==> src/rtl/pipe_collision_ctrl_pkg.sv <==
// Shared types and constants for the game-flow / collision controller.
package pipe_collision_ctrl_pkg;

  localparam int unsigned COORD_W  = 10;
  localparam int unsigned EXT_W    = COORD_W + 1;
  localparam int unsigned SCORE_W  = 4;
  localparam int unsigned GRACE_W  = 4;
  localparam int unsigned SCREEN_W = 640;
  localparam int unsigned SCREEN_H = 480;

  localparam logic [COORD_W-1:0] FLOOR_Y_DEF = 10'd464;

  typedef enum logic [2:0] {
    Q_IDLE = 3'b001,
    Q_PLAY = 3'b010,
    Q_OVER = 3'b100
  } state_t;

  typedef struct packed {
    logic [COORD_W-1:0] bird_y;
    logic [COORD_W-1:0] x_edge_l;
    logic [COORD_W-1:0] x_edge_r;
    logic [COORD_W-1:0] gap_top;
    logic [COORD_W-1:0] gap_bot;
  } pipe_sample_t;

endpackage

==> src/rtl/pipe_collision_ctrl_edge_detect_rise.sv <==
// Rising-edge detector; history resets to 1 so a button held through reset gives no edge.
module edge_detect_rise (
  input  logic clk,
  input  logic reset,
  input  logic btn,
  output logic rise_c
);

  logic prev_q;
  logic prev_d;

  always_comb prev_d = btn;

  always_ff @(posedge clk) begin
    if (!reset) prev_q <= 1'b1;
    else        prev_q <= prev_d;
  end

  assign rise_c = btn & ~prev_q;

endmodule

==> src/rtl/pipe_collision_ctrl.sv <==
// Game-flow FSM: drives pipe-scroll Start/Stop/Ack, detects bird collisions per tick,
// and keeps the best score since reset.
module pipe_collision_ctrl
  import pipe_collision_ctrl_pkg::*;
#(
  parameter logic [COORD_W-1:0] BIRD_X_L    = 10'd200,
  parameter logic [COORD_W-1:0] BIRD_X_R    = 10'd220,
  parameter logic [COORD_W-1:0] BIRD_H      = 10'd16,
  parameter logic [COORD_W-1:0] FLOOR_Y     = FLOOR_Y_DEF,
  parameter logic [GRACE_W-1:0] GRACE_TICKS = 4'd8
) (
  input  logic               clk,
  input  logic               reset,
  input  logic               tick,
  input  logic               btn_start,
  input  logic               btn_ack,
  input  logic [COORD_W-1:0] bird_y,
  input  logic [COORD_W-1:0] x_edge_l,
  input  logic [COORD_W-1:0] x_edge_r,
  input  logic [COORD_W-1:0] gap_top,
  input  logic [COORD_W-1:0] gap_bot,
  input  logic [SCORE_W-1:0] score,
  output logic               start,
  output logic               stop,
  output logic               ack,
  output logic [SCORE_W-1:0] hi_score,
  output logic               q_idle,
  output logic               q_play,
  output logic               q_over
);

  state_t             state_q, state_d;
  logic               start_q, start_d;
  logic               stop_q, stop_d;
  logic               ack_q, ack_d;
  logic [SCORE_W-1:0] hi_score_q, hi_score_d;
  logic [GRACE_W-1:0] grace_q, grace_d;
  logic               chk_q, chk_d;
  logic               hs_upd_q, hs_upd_d;
  pipe_sample_t       smp_q, smp_d;

  logic               start_rise_c;
  logic               ack_rise_c;
  logic               xov_c;
  logic [EXT_W-1:0]   bot_c;
  logic               pipe_hit_c;
  logic               floor_hit_c;

  edge_detect_rise u_start_edge (
    .clk    (clk),
    .reset  (reset),
    .btn    (btn_start),
    .rise_c (start_rise_c)
  );

  edge_detect_rise u_ack_edge (
    .clk    (clk),
    .reset  (reset),
    .btn    (btn_ack),
    .rise_c (ack_rise_c)
  );

  // Collision terms evaluated on the samples registered at the previous tick.
  always_comb begin
    xov_c       = (smp_q.x_edge_l <= BIRD_X_R) && (smp_q.x_edge_r >= BIRD_X_L);
    bot_c       = EXT_W'(smp_q.bird_y) + EXT_W'(BIRD_H);
    pipe_hit_c  = xov_c && ((smp_q.bird_y < smp_q.gap_top) || (bot_c > EXT_W'(smp_q.gap_bot)));
    floor_hit_c = bot_c >= EXT_W'(FLOOR_Y);
  end

  always_comb begin
    state_d    = state_q;
    start_d    = 1'b0;
    stop_d     = stop_q;
    ack_d      = 1'b0;
    hi_score_d = hi_score_q;
    grace_d    = grace_q;
    chk_d      = 1'b0;
    hs_upd_d   = 1'b0;
    smp_d      = smp_q;

    case (state_q)
      Q_IDLE: begin
        stop_d = 1'b0;
        if (start_rise_c) begin
          start_d = 1'b1;
          grace_d = GRACE_TICKS;
          state_d = Q_PLAY;
        end
      end
      Q_PLAY: begin
        if (tick) begin
          smp_d = '{bird_y:   bird_y,   x_edge_l: x_edge_l, x_edge_r: x_edge_r,
                    gap_top:  gap_top,  gap_bot:  gap_bot};
          if (grace_q != '0) grace_d = grace_q - GRACE_W'(1);
          else               chk_d   = 1'b1;
        end
        if (chk_q && (pipe_hit_c || floor_hit_c)) begin
          stop_d   = 1'b1;
          hs_upd_d = 1'b1;
          chk_d    = 1'b0;
          state_d  = Q_OVER;
        end
      end
      Q_OVER: begin
        stop_d = 1'b1;
        if (hs_upd_q && (score > hi_score_q)) hi_score_d = score;
        if (ack_rise_c) begin
          ack_d   = 1'b1;
          stop_d  = 1'b0;
          state_d = Q_IDLE;
        end
      end
      default: begin
        stop_d  = 1'b0;
        state_d = Q_IDLE;
      end
    endcase
  end

  always_ff @(posedge clk) begin
    if (!reset) begin
      state_q    <= Q_IDLE;
      start_q    <= 1'b0;
      stop_q     <= 1'b0;
      ack_q      <= 1'b0;
      hi_score_q <= '0;
      grace_q    <= '0;
      chk_q      <= 1'b0;
      hs_upd_q   <= 1'b0;
      smp_q      <= '0;
    end else begin
      state_q    <= state_d;
      start_q    <= start_d;
      stop_q     <= stop_d;
      ack_q      <= ack_d;
      hi_score_q <= hi_score_d;
      grace_q    <= grace_d;
      chk_q      <= chk_d;
      hs_upd_q   <= hs_upd_d;
      smp_q      <= smp_d;
    end
  end

  assign start    = start_q;
  assign stop     = stop_q;
  assign ack      = ack_q;
  assign hi_score = hi_score_q;
  assign q_idle   = (state_q == Q_IDLE);
  assign q_play   = (state_q == Q_PLAY);
  assign q_over   = (state_q == Q_OVER);

endmodule

==> config.mk <==
export PLATFORM = sky130hd
export DESIGN_NAME = pipe_collision_ctrl
export DESIGN_NICKNAME = d
export VERILOG_FILES = /design/src/rtl/pipe_collision_ctrl_pkg.sv /design/src/rtl/pipe_collision_ctrl_edge_detect_rise.sv /design/src/rtl/pipe_collision_ctrl.sv
export SDC_FILE = /design/constraint.sdc
export NUM_CORES = 1
export LEC_CHECK = 0
export CAP_MARGIN = 20
export CORE_MARGIN = 8
export CORE_UTILIZATION = 46
export DETAILED_ROUTE_END_ITERATION = 12
export PLACE_DENSITY = 0.85
export SLEW_MARGIN = 20
export SYNTH_ARGS = -nofsm -noshare
export SYNTH_HDL_FRONTEND = slang
export SYNTH_SLANG_ARGS = --single-unit
==> constraint.sdc <==
create_clock -name clk -period 2.2 [get_ports clk]
set_input_delay 0.33 -clock clk [delete_from_list [all_inputs] [get_ports clk]]
set_output_delay 0.33 -clock clk [all_outputs]
set_load 0.02 [all_outputs]
### After elaboration in Yosys (flattened, before gate mapping)

Index checks and enable logic that the tools add are counted.

| cells by class | value |
|---|---|
| $add $sub $neg | 2 |
| $lt $le $gt $ge | 6 |
| equality and inequality tests | 8 |
| muxes and demuxes | 15 |
| bitwise gates (word level) | 7 |
| reduce and logical (&&, ||, !) cells | 16 |

Operators by type and width:

| cell | count |
|---|---|
| 2-to-1 mux 4 bit | 3 |
| adder 10 x 5 -> 11 bit (second input constant) | 1 |
| greater-or-equal comparator 11 x 9 -> 1 bit (second input constant) | 1 |
| greater-than comparator 11 x 10 -> 1 bit | 1 |
| greater-or-equal comparator 10 x 8 -> 1 bit (second input constant) | 1 |
| <= comparator 10 x 8 -> 1 bit (second input constant) | 1 |
| less-than comparator 10 bit | 1 |
| AND reduction 2 bit | 5 |
| 2-to-1 mux 3 bit | 3 |
| case mux 3 bit (3 select lines) | 1 |
| != test 2 x 1 -> 1 bit (second input constant) | 4 |
| case mux 4 bit (2 select lines) | 1 |
| 2-to-1 mux 1 bit | 6 |
| inverter 1 bit | 5 |
| greater-than comparator 4 bit | 1 |
| logical AND 1 bit | 4 |
| AND reduction 4 bit | 1 |
| nonzero test 4 bit | 1 |
| OR reduction 4 bit | 1 |
| subtractor 4 x 1 -> 4 bit (second input constant) | 1 |
| equality test 3 x 1 -> 1 bit (second input constant) | 1 |
| equality test 3 x 2 -> 1 bit (second input constant) | 1 |
| equality test 3 bit (second input constant) | 1 |
| AND reduction 3 bit | 1 |
| 5 further kinds | 7 |

| storage, ports and cells | value |
|---|---|
| flip-flop bits (word level) | 68 |
| word-level logic and storage cells | 69 |

### Depth between registers and ports, before layout

| depth | value |
|---|---|
| depth after elaboration | 8 |
| mapped depth | 11 |

### Modules after synthesis

Synthesis repeated with hierarchy kept, for this count alone.

| unflattened totals | value |
|---|---|
| cells, all modules | 394 |
| area, all modules | 3,298.2 um^2 |

Modules (own cells, without submodules):

| module | times used | cells an instance | area each (um^2) |
|---|---|---|---|
| pipe_collision_ctrl | 1 | 388 | 3,218.1 |
| edge_detect_rise | 2 | 3 | 40.0 |

### Least setup slack after synthesis

Ideal clock, no wire load.

| path | value |
|---|---|
| path type | flip-flop to flip-flop |
| from | reg smp_q[44] in the netlist's numbering |
| to | reg chk_q |
| setup time | 0.061 ns |
| arrival time | 2.309 ns |
| data required time | 2.139 ns |
| slack | -0.170 ns |
| stages on the path, launching flop included | 11 |
| path buffers | 0 |
| clock period less this slack | 2.370 ns |
| cells stage by stage | dfxtp_1 ha_1 and3_1 xor2_1 ha_1 nand3_1 or3_1 a21oi_1 nor3_1 o31ai_2 and4_1 |

| between the ends | value |
|---|---|
| cells in the longest elaborated chain, start to end | 7 |
| elaborated cells between the ends (all ways) | 9 |

RTL lines:

| element | line | text |
|---|---|---|
| start: declaration | pipe_collision_ctrl.sv:40 | `pipe_sample_t smp_q, smp_d;` |
| start signal: assignment | pipe_collision_ctrl.sv:141 | `smp_q <= smp_d;` |
| adder 10 x 5 -> 11 bit | pipe_collision_ctrl.sv:66 | `bot_c = EXT_W'(smp_q.bird_y) + EXT_W'(BIRD_H);` |
| greater-than comparator 11 x 10 -> 1 bit | pipe_collision_ctrl.sv:67 | `pipe_hit_c = xov_c && ((smp_q.bird_y < smp_q.gap_top) \|\| (bot_c > EXT_W'(smp_q.gap_bot)));` |
| logical OR 1 bit | pipe_collision_ctrl.sv:67 |  |
| logical AND 1 bit | pipe_collision_ctrl.sv:67 |  |
| logical OR 1 bit * | pipe_collision_ctrl.sv:98 | `if (chk_q && (pipe_hit_c \|\| floor_hit_c)) begin` |
| logical AND 1 bit * | pipe_collision_ctrl.sv:98 |  |
| OR reduction 4 bit (no line) * | -- |  |
| end signal: assignment | pipe_collision_ctrl.sv:139 | `chk_q <= chk_d;` |
| end: declaration | pipe_collision_ctrl.sv:38 | `logic chk_q, chk_d;` |

Every way passes the cells marked *; elsewhere a longest branch is shown, timed or not.
A chain may end at the register's enable or synchronous reset.

### Worst setup path in the final report

| path | value |
|---|---|
| from | reg smp_q[45] in the netlist's numbering |
| to | reg stop_q (netlist: stop) |

| between the ends | value |
|---|---|
| cells in the longest elaborated chain, start to end | 7 |
| elaborated cells between the ends (all ways) | 9 |

RTL lines:

| element | line | text |
|---|---|---|
| adder 10 x 5 -> 11 bit | pipe_collision_ctrl.sv:66 |  |
| greater-than comparator 11 x 10 -> 1 bit | pipe_collision_ctrl.sv:67 |  |
| logical OR 1 bit | pipe_collision_ctrl.sv:67 |  |
| logical AND 1 bit | pipe_collision_ctrl.sv:67 |  |
| logical OR 1 bit * | pipe_collision_ctrl.sv:98 |  |
| logical AND 1 bit * | pipe_collision_ctrl.sv:98 |  |
| != test 2 x 1 -> 1 bit (no line) * | -- |  |
| end signal: assignment | pipe_collision_ctrl.sv:135 | `stop_q <= stop_d;` |
| end: declaration | pipe_collision_ctrl.sv:34 | `logic stop_q, stop_d;` |

Marked as above.

==> impl_metrics.tcl <==
set metrics [dict create \
    finalHoldViolations 0 \
    status "complete, but fails checks" \
    synth_cell_types 48 \
    drtIter0Drc 94 \
    reg2regPathDepth 11 \
    synthMuxAreaShare 0.0123 \
    avgSynthCellArea_um2 8.35 \
    cts.sinks 65 \
    hold_path_depth 2 \
    portBuffers 65 \
    drive_above_1_share 0.126 \
    syn_inst 391 \
    insertedDiodeCount 0 \
    critical_path_class "flip-flop to flip-flop" \
    clockRootBuffer "clkbuf_8" \
    p_leak_nw 1.64 \
    yosys.area_share.adder 0.0997 \
    p_switching_mw 0.516 \
    worstHoldEndpoint "smp_q[28]$_SDFFE_PN0P_" \
    grt_max_degree 49 \
    top_level_ports 69 \
    power.share.clock 0.411 \
    combPwrFrac 0.072 \
    yosys.area_share.simple 0.222 \
    setup_viol 5 \
    ys_seq_elements 65 \
    synth_enable_flop_cells 0 \
    syn_area_um2 3260 \
    dieWidth_um 100 \
    synthFlopType "dfxtp_1" \
    drc 0 \
    path_max_fanout 6 \
    grt_pass1_wl_mm 13.4 \
    final_nets 555 \
    ys_warn_count 0 \
    ant_nets 0 \
    hold_path.class "flip-flop to flip-flop" \
    drt-wirelength-per-cell_um 13.9 \
    grt_pass1_vias 3027 \
    finalCritPeriodShare 1.09 \
    die_y_um 100 \
    pwr-share-seq 0.517 \
    rsz0062_at_grt "true" \
    synthArstFlopShare 0 \
    design.die.area_um2 10000 \
    syn_nets 476 \
    regToRegSetupSlack_ns -0.19 \
    p_int_mw 1.77 \
    crit_arrival_ns 2.60 \
    power_density_nw_per_um2 518 \
    switching_share 0.226 \
    via_per_inst 5.08 \
    tightest_slew_ns 0.670 \
    cts_tree "yes" \
    htree_num_levels 3 \
    ir_drop_v 0.000318 \
    yosysSeqAreaShare 0.399 \
    clkTransAtPathRegs_ns 0.07 \
    period_needed_ns 2.39 \
    num_vias 2902 \
    grt.overflow.total 0 \
    synth_compound_area_frac 0.186 \
    final_cells 571 \
    num_rows 30 \
    grtUsageTotal 0.164 \
    synth_top_family_by_area "simple AND/OR/NAND/NOR gates" \
    hp-start "smp_q[28]$_SDFFE_PN0P_" \
    slew-limit-headroom 0.546 \
    antenna_found_initial 0 \
    yosys.area_share.xor_xnor 0.0161 \
    cp-end-kind "flip-flop" \
    r2r_start "smp_q[45]$_SDFFE_PN0P_" \
    place_inst 552 \
    core_area_um2 6830 \
    routed_wl_mm 7.93 \
    initial_utilization 0.478 \
    setup_ws_ns -0.194 \
    cts_max_path_buffers 2 \
    cts_buffers 9 \
    cp-start-kind "flip-flop" \
    drv_slew 0 \
    regToRegEndpoint "stop$_SDFFE_PN0P_" \
    clk_latency_ns 0.34 \
    cts_hold_buf 0 \
    drtPass1Iterations 4 \
    fmax_ghz 0.418 \
    routabilityCongestion 0.825 \
    hpwlAfterDp_mm 5.90 \
    violations "negative setup slack" \
    fin_skew_ns 0.00906 \
    total_power_mw 2.29 \
    drv_cap 0 \
    setup_tns_ns -0.768 \
    cp_data_required_time_ns 2.41 \
    area_delta_synth_final_pct 35.3 \
]
-- how the worst max path moves through the flow --
stage	from	end	slack [ns]
after global routing	smp_q[44]$_SDFFE_PN0P_	stop$_SDFFE_PN0P_	-0.38
final	smp_q[45]$_SDFFE_PN0P_	stop$_SDFFE_PN0P_	-0.19
after global placement	smp_q[45]$_SDFFE_PN0P_	stop$_SDFFE_PN0P_	-0.13
after floorplan	smp_q[44]$_SDFFE_PN0P_	chk_q$_SDFF_PP0_	-0.04
after CTS	smp_q[45]$_SDFFE_PN0P_	stop$_SDFFE_PN0P_	-0.17
after detailed placement	smp_q[46]$_SDFFE_PN0P_	stop$_SDFFE_PN0P_	-0.28
-- logic make-up after synthesis --
logic type               count (synthesis)
AND/OR/NAND/NOR                        152
AO/OA/AOI/OAI                           84
flip-flops                              65
buffers and inverters                   54
adder cells (fa/ha/maj)                 26
XOR/XNOR                                 6
multiplexers                             4
-- power by group through the flow --
stage | Clock [mW] | Combinational (mW) | Sequential, mW
final | 0.939 | 0.165 | 1.18
after global routing | 1.02 | 0.178 | 1.18
after CTS | 0.972 | 0.165 | 1.18
after detailed placement | 0 | 0.163 | 1.21
after global placement | 0 | 0.161 | 1.21
after floorplan | 0 | 0.0440 | 1.21
-- cell usage after synthesis, types with 3 or more instances --
cell      count  area (um2)
nand2b_1      4        25.0
nand4_1       5        31.3
o21ai_0       8        40.0
a21oi_1       9        45.0
a21boi_0     48         360
inv_1        33         124
dfxtp_1      65        1300
nor2b_1       6        37.5
ha_1         26         325
nand3_1       8        40.0
xor2_1        4        35.0
nor4_1        3        18.8
clkbuf_1     18        67.6
and3_1        3        18.8
nor3_1        3        15.0
and2_1        4        25.0
mux2i_1       4        40.0
nand2_1      99         372
nor2_1        4        15.0
-- flip-flops by register name, summed over array words and instances, names as in the netlist --
name                 flops
smp_q                   47
grace_q                  4
hi_score                 4
state_q                  3
ack                      1
chk_q                    1
hs_upd_q                 1
start                    1
stop                     1
u_ack_edge.prev_q        1
u_start_edge.prev_q      1
-- stage by stage --
stage,util,setup slack (ns),hold WS [ns],cell area (um2)
2_1_floorplan,-,-0.0421,0.431,3290
3_3_place_gp,0.608,-0.133,0.450,4150
3_5_place_dp,0.608,-0.278,0.456,4150
4_1_cts,0.640,-0.165,0.470,4370
5_1_grt,0.646,-0.385,0.496,4420
6_report,0.646,-0.194,0.467,4420
-- worst max-delay path: stages (launching register included) --
cell and delay, ns:
dfxtp_4 0.37, ha_4 0.18, and3_4 0.15, xor2_1 0.14
ha_1 0.33, nand3_2 0.08, or3_4 0.33, a21oi_2 0.14
nor3_2 0.06, o31ai_2 0.25, buf_4 0.17, a31oi_1 0.07
-- cell usage in the layout, fill, tap and decap left out, drive strengths merged, types with 4 or more instances in the layout --
cell type,Yosys,final
and2,4,4
a21boi,49,49
nand3,8,8
xor2,4,4
o21ai,9,9
a21oi,10,10
ha,26,26
nor2b,6,6
clkbuf,18,11
clkdlybuf4s50,0,65
nor2,4,4
dfxtp,65,65
mux2i,4,4
inv,33,35
nand2,100,100
buf,3,24
nand4,5,5
nand2b,4,4
nor4,4,4
-- what timing repair did --
action / 4_1_cts / 5_1_grt
gates resized for setup: 5 / 7
setup buffers: 1 / 2
pin swaps: 1 / 1
endpoints found under the setup margin: 5 / 5
-- metal layers --
metal / routed length, um / share of wire / track usage / vias to the layer above
li1: - / - / - / 1467
met2: 3890 / 0.49 / 0.283 / 94
met3: 547 / 0.069 / 0.0664 / 15
met5: 0 / 0 / 0 / -
met4: 136 / 0.017 / 0.0488 / 0
met1: 3350 / 0.42 / 0.178 / 1326
-- cell type report --
cell class / instances / area [um2]
Tap cell: 96 / 120
Inverter: 33 / 124
Clock inverter: 5 / 37.5
Sequential cell: 65 / 1310
Timing Repair Buffer: 89 / 856
Fill cell: 583 / 2420
Multi-Input combinational cell: 272 / 1810
Clock buffer: 11 / 151
Power figures use the tool's default switching activity.
